===== src/rtl/pipe_status_monitor_pkg.sv =====
// Shared Y86 encodings for the status monitor: one-hot stat codes, icodes, FSM state.
// The stat helper maps any malformed status onto INS.
package y86_pkg;

  localparam logic [0:3] STAT_AOK = 4'b1000;
  localparam logic [0:3] STAT_HLT = 4'b0100;
  localparam logic [0:3] STAT_ADR = 4'b0010;
  localparam logic [0:3] STAT_INS = 4'b0001;

  typedef enum logic [3:0] {
    I_HALT   = 4'h0,
    I_NOP    = 4'h1,
    I_RRMOVQ = 4'h2,
    I_IRMOVQ = 4'h3,
    I_RMMOVQ = 4'h4,
    I_MRMOVQ = 4'h5,
    I_OPQ    = 4'h6,
    I_JXX    = 4'h7,
    I_CALL   = 4'h8,
    I_RET    = 4'h9,
    I_PUSHQ  = 4'hA,
    I_POPQ   = 4'hB
  } icode_t;

  typedef enum logic {
    RUN  = 1'b0,
    STOP = 1'b1
  } mon_state_t;

  // Anything that is not exactly one of the four legal codes is reported as INS.
  function automatic logic [0:3] norm_stat(input logic [0:3] s);
    case (s)
      STAT_AOK, STAT_HLT, STAT_ADR, STAT_INS: norm_stat = s;
      default:                                norm_stat = STAT_INS;
    endcase
  endfunction

endpackage


===== src/rtl/pipe_status_monitor_sat_counter.sv =====
// Saturating up-counter with async reset and synchronous clear (clear beats increment).
module sat_counter #(
  parameter int W = 8
) (
  input  logic         clk,
  input  logic         rst,
  input  logic         clr,
  input  logic         inc,
  output logic [W-1:0] q
);

  logic [W-1:0] q_reg;

  always_ff @(posedge clk or posedge rst) begin
    if (rst) begin
      q_reg <= '0;
    end else if (clr) begin
      q_reg <= '0;
    end else if (inc && (q_reg != '1)) begin
      q_reg <= q_reg + W'(1);
    end
  end

  assign q = q_reg;

endmodule


===== src/rtl/pipe_status_monitor.sv =====
// Writeback status monitor: registered run enable, latched final status, watchdog, perf counters.
// Define ICODE_HIST_EN to build the per-icode retire histogram.
module pipe_status_monitor
  import y86_pkg::*;
#(
  parameter int CNT_W       = 32,
  parameter int WDOG_CYCLES = 1024,
  parameter int HIST_W      = 16
) (
  input  logic              clk,
  input  logic              rst,
  input  logic [0:3]        W_stat,
  input  logic [3:0]        W_icode,
  input  logic              W_valid,
  input  logic              W_stall,
  input  logic              F_stall,
  input  logic              any_bubble,
  input  logic              cnt_clr,
  input  logic [3:0]        hist_sel,
  output logic              run_en,
  output logic              halted,
  output logic [0:3]        final_stat,
  output logic              wdog_trip,
  output logic [CNT_W-1:0]  cycle_cnt,
  output logic [CNT_W-1:0]  retire_cnt,
  output logic [CNT_W-1:0]  stall_cnt,
  output logic [CNT_W-1:0]  bubble_cnt,
  output logic [HIST_W-1:0] hist_cnt
);

  localparam bit WDOG_EN = (WDOG_CYCLES != 0);
  localparam int IDLE_W  = (WDOG_CYCLES > 1) ? $clog2(WDOG_CYCLES) : 1;
  localparam logic [IDLE_W-1:0] IDLE_MAX = IDLE_W'((WDOG_CYCLES > 0) ? WDOG_CYCLES - 1 : 0);

  mon_state_t        state_reg;
  logic [IDLE_W-1:0] idle_reg;
  logic              run_en_reg;
  logic              halted_reg;
  logic [0:3]        final_stat_reg;
  logic              wdog_trip_reg;

  logic in_run;
  logic w_take;
  logic retire;
  logic fault;
  logic wdog_exp;

  assign in_run   = (state_reg == RUN);
  assign w_take   = W_valid & ~W_stall;
  assign retire   = in_run & w_take & (W_stat == STAT_AOK);
  assign fault    = in_run & w_take & (W_stat != STAT_AOK);
  assign wdog_exp = WDOG_EN & in_run & ~retire & (idle_reg == IDLE_MAX);

  // Fault is checked first so it wins over a simultaneous watchdog expiry.
  always_ff @(posedge clk or posedge rst) begin
    if (rst) begin
      state_reg      <= RUN;
      idle_reg       <= '0;
      run_en_reg     <= 1'b1;
      halted_reg     <= 1'b0;
      final_stat_reg <= STAT_AOK;
      wdog_trip_reg  <= 1'b0;
    end else begin
      case (state_reg)
        RUN: begin
          if (fault) begin
            state_reg      <= STOP;
            run_en_reg     <= 1'b0;
            halted_reg     <= 1'b1;
            final_stat_reg <= norm_stat(W_stat);
            wdog_trip_reg  <= 1'b0;
          end else if (wdog_exp) begin
            state_reg      <= STOP;
            run_en_reg     <= 1'b0;
            halted_reg     <= 1'b1;
            final_stat_reg <= STAT_AOK;
            wdog_trip_reg  <= 1'b1;
          end else if (retire) begin
            idle_reg <= '0;
          end else if (WDOG_EN) begin
            idle_reg <= idle_reg + IDLE_W'(1);
          end
        end
        default: begin
          state_reg <= STOP;
        end
      endcase
    end
  end

  assign run_en     = run_en_reg;
  assign halted     = halted_reg;
  assign final_stat = final_stat_reg;
  assign wdog_trip  = wdog_trip_reg;

  sat_counter #(.W(CNT_W)) u_cycle_cnt (
    .clk(clk), .rst(rst), .clr(cnt_clr), .inc(in_run), .q(cycle_cnt)
  );

  sat_counter #(.W(CNT_W)) u_retire_cnt (
    .clk(clk), .rst(rst), .clr(cnt_clr), .inc(retire), .q(retire_cnt)
  );

  sat_counter #(.W(CNT_W)) u_stall_cnt (
    .clk(clk), .rst(rst), .clr(cnt_clr), .inc(in_run & F_stall), .q(stall_cnt)
  );

  sat_counter #(.W(CNT_W)) u_bubble_cnt (
    .clk(clk), .rst(rst), .clr(cnt_clr), .inc(in_run & any_bubble), .q(bubble_cnt)
  );

`ifdef ICODE_HIST_EN
  logic [HIST_W-1:0] hist_q [16];

  genvar gi;
  generate
    for (gi = 0; gi < 16; gi++) begin : g_hist
      sat_counter #(.W(HIST_W)) u_hist (
        .clk(clk),
        .rst(rst),
        .clr(cnt_clr),
        .inc(retire & (W_icode == 4'(gi))),
        .q(hist_q[gi])
      );
    end
  endgenerate

  assign hist_cnt = hist_q[hist_sel];
`else
  logic unused_hist;
  assign unused_hist = ^{hist_sel, W_icode};
  assign hist_cnt    = '0;
`endif

endmodule


===== config.mk =====
export PLATFORM = sky130hd
export DESIGN_NAME = pipe_status_monitor
export DESIGN_NICKNAME = d
export VERILOG_FILES = /design/src/rtl/pipe_status_monitor_pkg.sv /design/src/rtl/pipe_status_monitor_sat_counter.sv /design/src/rtl/pipe_status_monitor.sv
export SDC_FILE = /design/constraint.sdc
export NUM_CORES = 1
export LEC_CHECK = 0
export BUFFER_PORTS_ARGS = -buffer_cell sky130_fd_sc_hd__buf_2
export CORE_MARGIN = 3
export CORE_UTILIZATION = 50
export CTS_CLUSTER_SIZE = 20
export DETAILED_ROUTE_END_ITERATION = 6
export GPL_TIMING_DRIVEN = 0
export HOLD_SLACK_MARGIN = 0.1
export PLACE_DENSITY = 0.77
export SYNTH_ARGS = -nofsm -noshare
export SYNTH_HDL_FRONTEND = slang
export SYNTH_SLANG_ARGS = --single-unit

===== constraint.sdc =====
create_clock -name clk -period 4.64 [get_ports clk]
set_input_delay 0.928 -clock clk [delete_from_list [all_inputs] [get_ports clk]]
set_output_delay 0.928 -clock clk [all_outputs]
set_load 0.01 [all_outputs]

; ---- Word level (Yosys, flattened, before mapping)
; Index checks and enable logic that the tools add are counted.
[totals]
reg_bits = 146
inputBits = 19
output_inout_bits = 151
wordCells = 70
[op_classes]
addsub = 5
n_eq_ne = 10
n_mux = 20
bitwise_logic = 13
reduce_logical = 12
[op_table]
columns = cell, n
row1 = 2-to-1 mux 32 bit, 8
row2 = "adder 32 x 1 -> 32 bit, second input constant", 4
row3 = "inequality test 32 bit, second input constant", 4
row4 = 2-to-1 mux 4 bit, 3
row5 = "adder 10 x 1 -> 10 bit, second input constant", 1
row6 = "equality test 10 bit, second input constant", 1
row7 = 2-to-1 mux 10 bit, 1
row8 = nonzero test 2 bit, 5
row9 = AND 1 bit, 8
row10 = 2-to-1 mux 1 bit, 8
row11 = NOT 1 bit, 5
row12 = "equality test 4 x 1 -> 1 bit, second input constant", 1
row13 = "equality test 4 x 2 -> 1 bit, second input constant", 1
row14 = "equality test 4 x 3 -> 1 bit, second input constant", 1
row15 = "equality test 4 bit, second input constant", 1
row16 = logical AND 1 bit, 4
row17 = "inequality test 4 bit, second input constant", 1
row18 = OR reduction 4 bit, 1
row19 = AND reduction 3 bit, 1
row20 = AND reduction 2 bit, 1

; ---- Depth between registers and ports, before layout
[depth]
depth_word = 10
depth_mapped = 9

; ---- Hierarchy
; From an unflattened synthesis, not the netlist that was laid out.
[unflattened]
cells_unflattened = 869
area_unflattened_um2 = 8162.8
[modules_own_cells]
columns = mod, n_inst, cells_each, area_per_inst_um2, seq_area_each_um2
row1 = sat_counter (u_bubble_cnt ...), 3, 186, 1740.4, 800.8
row2 = sat_counter (u_cycle_cnt), 1, 195, 1826.8, 800.8
row3 = pipe_status_monitor, 1, 116, 1114.8, 452.9

; ---- Least setup slack after synthesis
; Ideal clock, no wire load.
[synth_path]
path_kind = input -> register
start = in W_stat[3] (netlist bit)
end = reg u_retire_cnt.q_reg[27], in the netlist u_retire_cnt.q[27]
setup_ps = 125
arrival_time_ps = 2887
required_ps = 4515
path_slack_ps = 1629
cell_stages = 7
cell_sequence = or4b_4 > or2_1 > buf_6 > or3_1 > buf_6 > nor4_1 > mux2_2
[synth_between]
elab_chain_len = 4
[synth_rtl]
columns = element, line_no
row1 = "start, declared", pipe_status_monitor.sv:12  ; input logic [0:3] W_stat,
row2 = equality test 4 bit, pipe_status_monitor.sv:50  ; assign retire = in_run & w_take & (W_stat == STAT_AOK);
row3 = AND 1 bit, pipe_status_monitor.sv:50
row4 = logical AND 1 bit, pipe_status_monitor_sat_counter.sv:19  ; end else if (inc && (q_reg != '1)) begin
row5 = nonzero test 2 bit (no source line), n/a
row6 = "end signal, assigned", pipe_status_monitor_sat_counter.sv:20  ; q_reg <= q_reg + W'(1);
row7 = "end, declared", pipe_status_monitor_sat_counter.sv:12  ; logic [W-1:0] q_reg;
; Every way passes these cells.
; A chain may end at the register's enable or synchronous reset.

; ---- Worst setup path in the final report
[layout_path]
start = reg state_reg
end = reg u_cycle_cnt.q_reg[29], in the netlist u_cycle_cnt.q[29]
[layout_between]
elab_chain_len = 3
[layout_rtl]
columns = element, line_no
row1 = "start, declared", pipe_status_monitor.sv:35  ; mon_state_t state_reg;
row2 = "start signal, assigned", pipe_status_monitor.sv:57  ; state_reg <= RUN;
row3 = "start signal, assigned", pipe_status_monitor.sv:67  ; state_reg <= STOP;
row4 = "start signal, assigned", pipe_status_monitor.sv:73  ; state_reg <= STOP;
row5 = NOT 1 bit (no source line), n/a
row6 = logical AND 1 bit, pipe_status_monitor_sat_counter.sv:19
row7 = nonzero test 2 bit (no source line), n/a
row8 = "end signal, assigned", pipe_status_monitor_sat_counter.sv:20
row9 = "end, declared", pipe_status_monitor_sat_counter.sv:12
; Every way passes these cells.

==> results.py <==
metrics = {
    "sta": {
        "fin_crit_sh": 0.634,
        "slew_violations": 0,
        "tns_ps": 0,
        "clock.fmax_mhz": 340,
        "clock_skew_ps": 6.90,
        "layout_min_cycle_time_ps": 2940,
        "setup_slack_ps": 1700,
        "maxSlewHeadroom": 0.388,
        "rsz0062_at_grt": "no",
        "setup_viol": 0,
        "hold_viol_final": 0,
        "worst_slew_pin_slew_ps": 915,
    },
    "floorplanning": {
        "dieWidth_um": 134,
        "core.rowCount": 46,
        "die_h_um": 134,
        "start_util": 0.512,
        "num_io_pins": 170,
        "die_area_mm2": 0.0179,
        "core_area_mm2": 0.0159,
    },
    "yosys": {
        "synth.area.top_cells": "dfrtp_1 (44%), a21oi_1 (6.1%), or4_1 (4.1%), or3_1 (4.0%), o31ai_1 (4.0%)",
        "synth.avg_cell_area_um2": 9.00,
        "syn_inst": 908,
        "yosysSeqAreaShare": 0.448,
        "ys_async_sr_fraction": 1.00,
        "yosysUniqueCellTypes": 58,
        "synth_flop_cell": "dfrtp_1",
        "synth_area_mm2": 0.00817,
        "yosysMostFrequentCell": "dfrtp_1",
        "netlist.top_cell.by_area": "dfrtp_1",
        "yosysWarningCount": 0,
        "synth_common_cells": "dfrtp_1 (144), a21oi_1 (99), nand2_1 (67)",
        "ys_seq_elements": 146,
        "synth_edf_count": 0,
        "synth_top_area_share": 0.441,
    },
    "route": {
        "drc_errors": 0,
        "firstDrtPassIters": 5,
        "post_drt_wl_per_cell_um": 16.9,
        "drtIter0Drc": 673,
        "ant_nets": 0,
        "vias": 7943,
        "viasPerCell": 6.02,
        "wl_um": 22300,
    },
    "finish": {
        "regArea_mm2": 0.00366,
        "drive_gt1_frac": 0.209,
        "multi_input_area_mm2": 0.00419,
        "nFillCells": 1401,
        "final_nets": 1114,
        "diodes": 0,
        "area_delta_synth_final_pct": 21.4,
    },
    "critical_path": {
        "end_kind": "register",
        "reg2reg_slack_ps": 1700,
        "startpoint_type": "register",
        "worst_r2r_startpoint": "state_reg$_DFF_PP0_",
        "critPathRequiredTime_ps": 4980,
        "max_stage_delay_ps": 890,
        "worst_r2r_path_depth": 5,
        "cp.buffers_inverters": 1,
        "critPathKind": "register to register",
        "rr_endpoint": "u_cycle_cnt.q[29]$_DFFE_PP0P_",
        "cp_top_family": "simple AND/OR/NAND/NOR gates",
        "cp.arrival_ps": 3280,
        "path_max_fanout": 10,
        "crit_chain": "clkbuf_1 -> nor4b_2 -> o2111ai_1 -> or3_1 -> a21oi_1",
        "crit_path_top_delay_cell": "nor4b_2",
    },
    "placement": {
        "dp_hpwl_um": 15800,
        "gp_congestion": 0.856,
        "io_buffers": 145,
        "dp_slack_ps": 1300,
    },
    "cts": {
        "cts_max_path_buffers": 2,
        "cts_root_buf": "clkbuf_16",
        "clock_latency_ps": 430,
        "clkSinkCount": 146,
        "ctsResizeCount": 0,
        "htreeDepth": 4,
        "cts_tree": "yes",
        "clk_pin_slew_worst_paths_ps": 60,
        "cts_hold_buf": 0,
        "numCtsBuffers": 17,
        "cts_setup_buffers": 0,
    },
    "run": {
        "cap_violations": 0,
    },
    "min_path": {
        "hp-class": "register to register",
        "whs_endpoint": "halted$_DFFE_PP0P_",
        "hold_depth": 1,
        "min_from": "halted$_DFFE_PP0P_",
    },
    "pwr": {
        "leakagePower_nw": 4.14,
        "p_per_area_mw_per_mm2": 310,
        "p_total_mw": 3.07,
        "irDropWorstVdd_uv": 265,
    },
    "global_routing": {
        "antenna_found_initial": 0,
        "grt_start_max_net_pins": 41,
        "first_global_vias": 7299,
        "grt_pass1_wl_um": 36800,
        "gr-total-overflow": 0,
        "gr-usage-all-layers": 0.250,
    },
    "run_status": {
        "outcome": "completed",
    },
}
worst max-delay path by stage:
stage | startpoint | to | cells after the start
2_1_floorplan | W_stat[3] | u_retire_cnt.q[27]$_DFFE_PP0P_ | 7
3_3_place_gp | rst | u_stall_cnt.q[12]$_DFFE_PP0P_ | 2
3_5_place_dp | W_stat[3] | u_retire_cnt.q[31]$_DFFE_PP0P_ | 8
4_1_cts | state_reg$_DFF_PP0_ | u_cycle_cnt.q[29]$_DFFE_PP0P_ | 5
5_1_grt | state_reg$_DFF_PP0_ | u_cycle_cnt.q[29]$_DFFE_PP0P_ | 5
6_report | state_reg$_DFF_PP0_ | u_cycle_cnt.q[29]$_DFFE_PP0P_ | 5
metal layers:
layer  vias up  track usage  part of all wire
li1       3800            -                 -
met1      3868        0.349              0.45
met2       244        0.396              0.48
met3        31       0.0476             0.058
met4         0       0.0783             0.017
met5         -            0                 0
metrics by stage:
step	instance area [um2]	util	hold slack, ps	cells
finish	9910	0.622	467	1319
global route	9910	0.622	499	1319
CTS	9910	0.622	468	1319
detailed placement	9280	0.582	448	1287
global placement	9220	0.579	453	1284
floorplan	8230	-	471	923
layout make-up:
class                   instances  area share
plain buffers                  59      0.0307
clock buffers                  22      0.0478
clock inverters                10      0.0157
inverters                      20     0.00795
multi-input cells             698       0.423
flip-flops and latches        146       0.369
well taps                     216      0.0273
repair buffers                148      0.0793
cells in the final DEF, fill, tap and decap left out, drive strengths merged, types with 16 or more instances in the layout:
cell type and n:
xnor2 17, o21ai 57, a21oi 99, nor2 59, clkbuf 57, o31ai 44, nand4 39, conb 16
dfrtp 144, nand2 67, and4 17, nor4 21, or3 52, or4 45, inv 19, nand3 50
buf 172
kinds of logic after synthesis:
| kind of cell | Yosys count | share of synthesized area |
|---|---|---|
| buf+inv | 79 | 0.0464 |
| mux | 12 | 0.0162 |
| other cells | 1 | 0.000459 |
| simple gates | 412 | 0.288 |
| flops | 146 | 0.448 |
| compound gates | 232 | 0.171 |
| xor+xnor | 21 | 0.0225 |
| fa+ha+maj | 5 | 0.00766 |
where the power goes:
group | internal [mW] | switching, mW
Clock | 0.939 | 0.540
Combinational | 0.0785 | 0.158
Sequential | 1.31 | 0.0483
worst register-to-register path, stage by stage, from the launching register on:
cell	delay (ps)
dfrtp_1	500
clkbuf_1	350
nor4b_2	900
o2111ai_1	490
or3_1	470
a21oi_1	160
No activity file was read; power rests on OpenSTA's default activity.
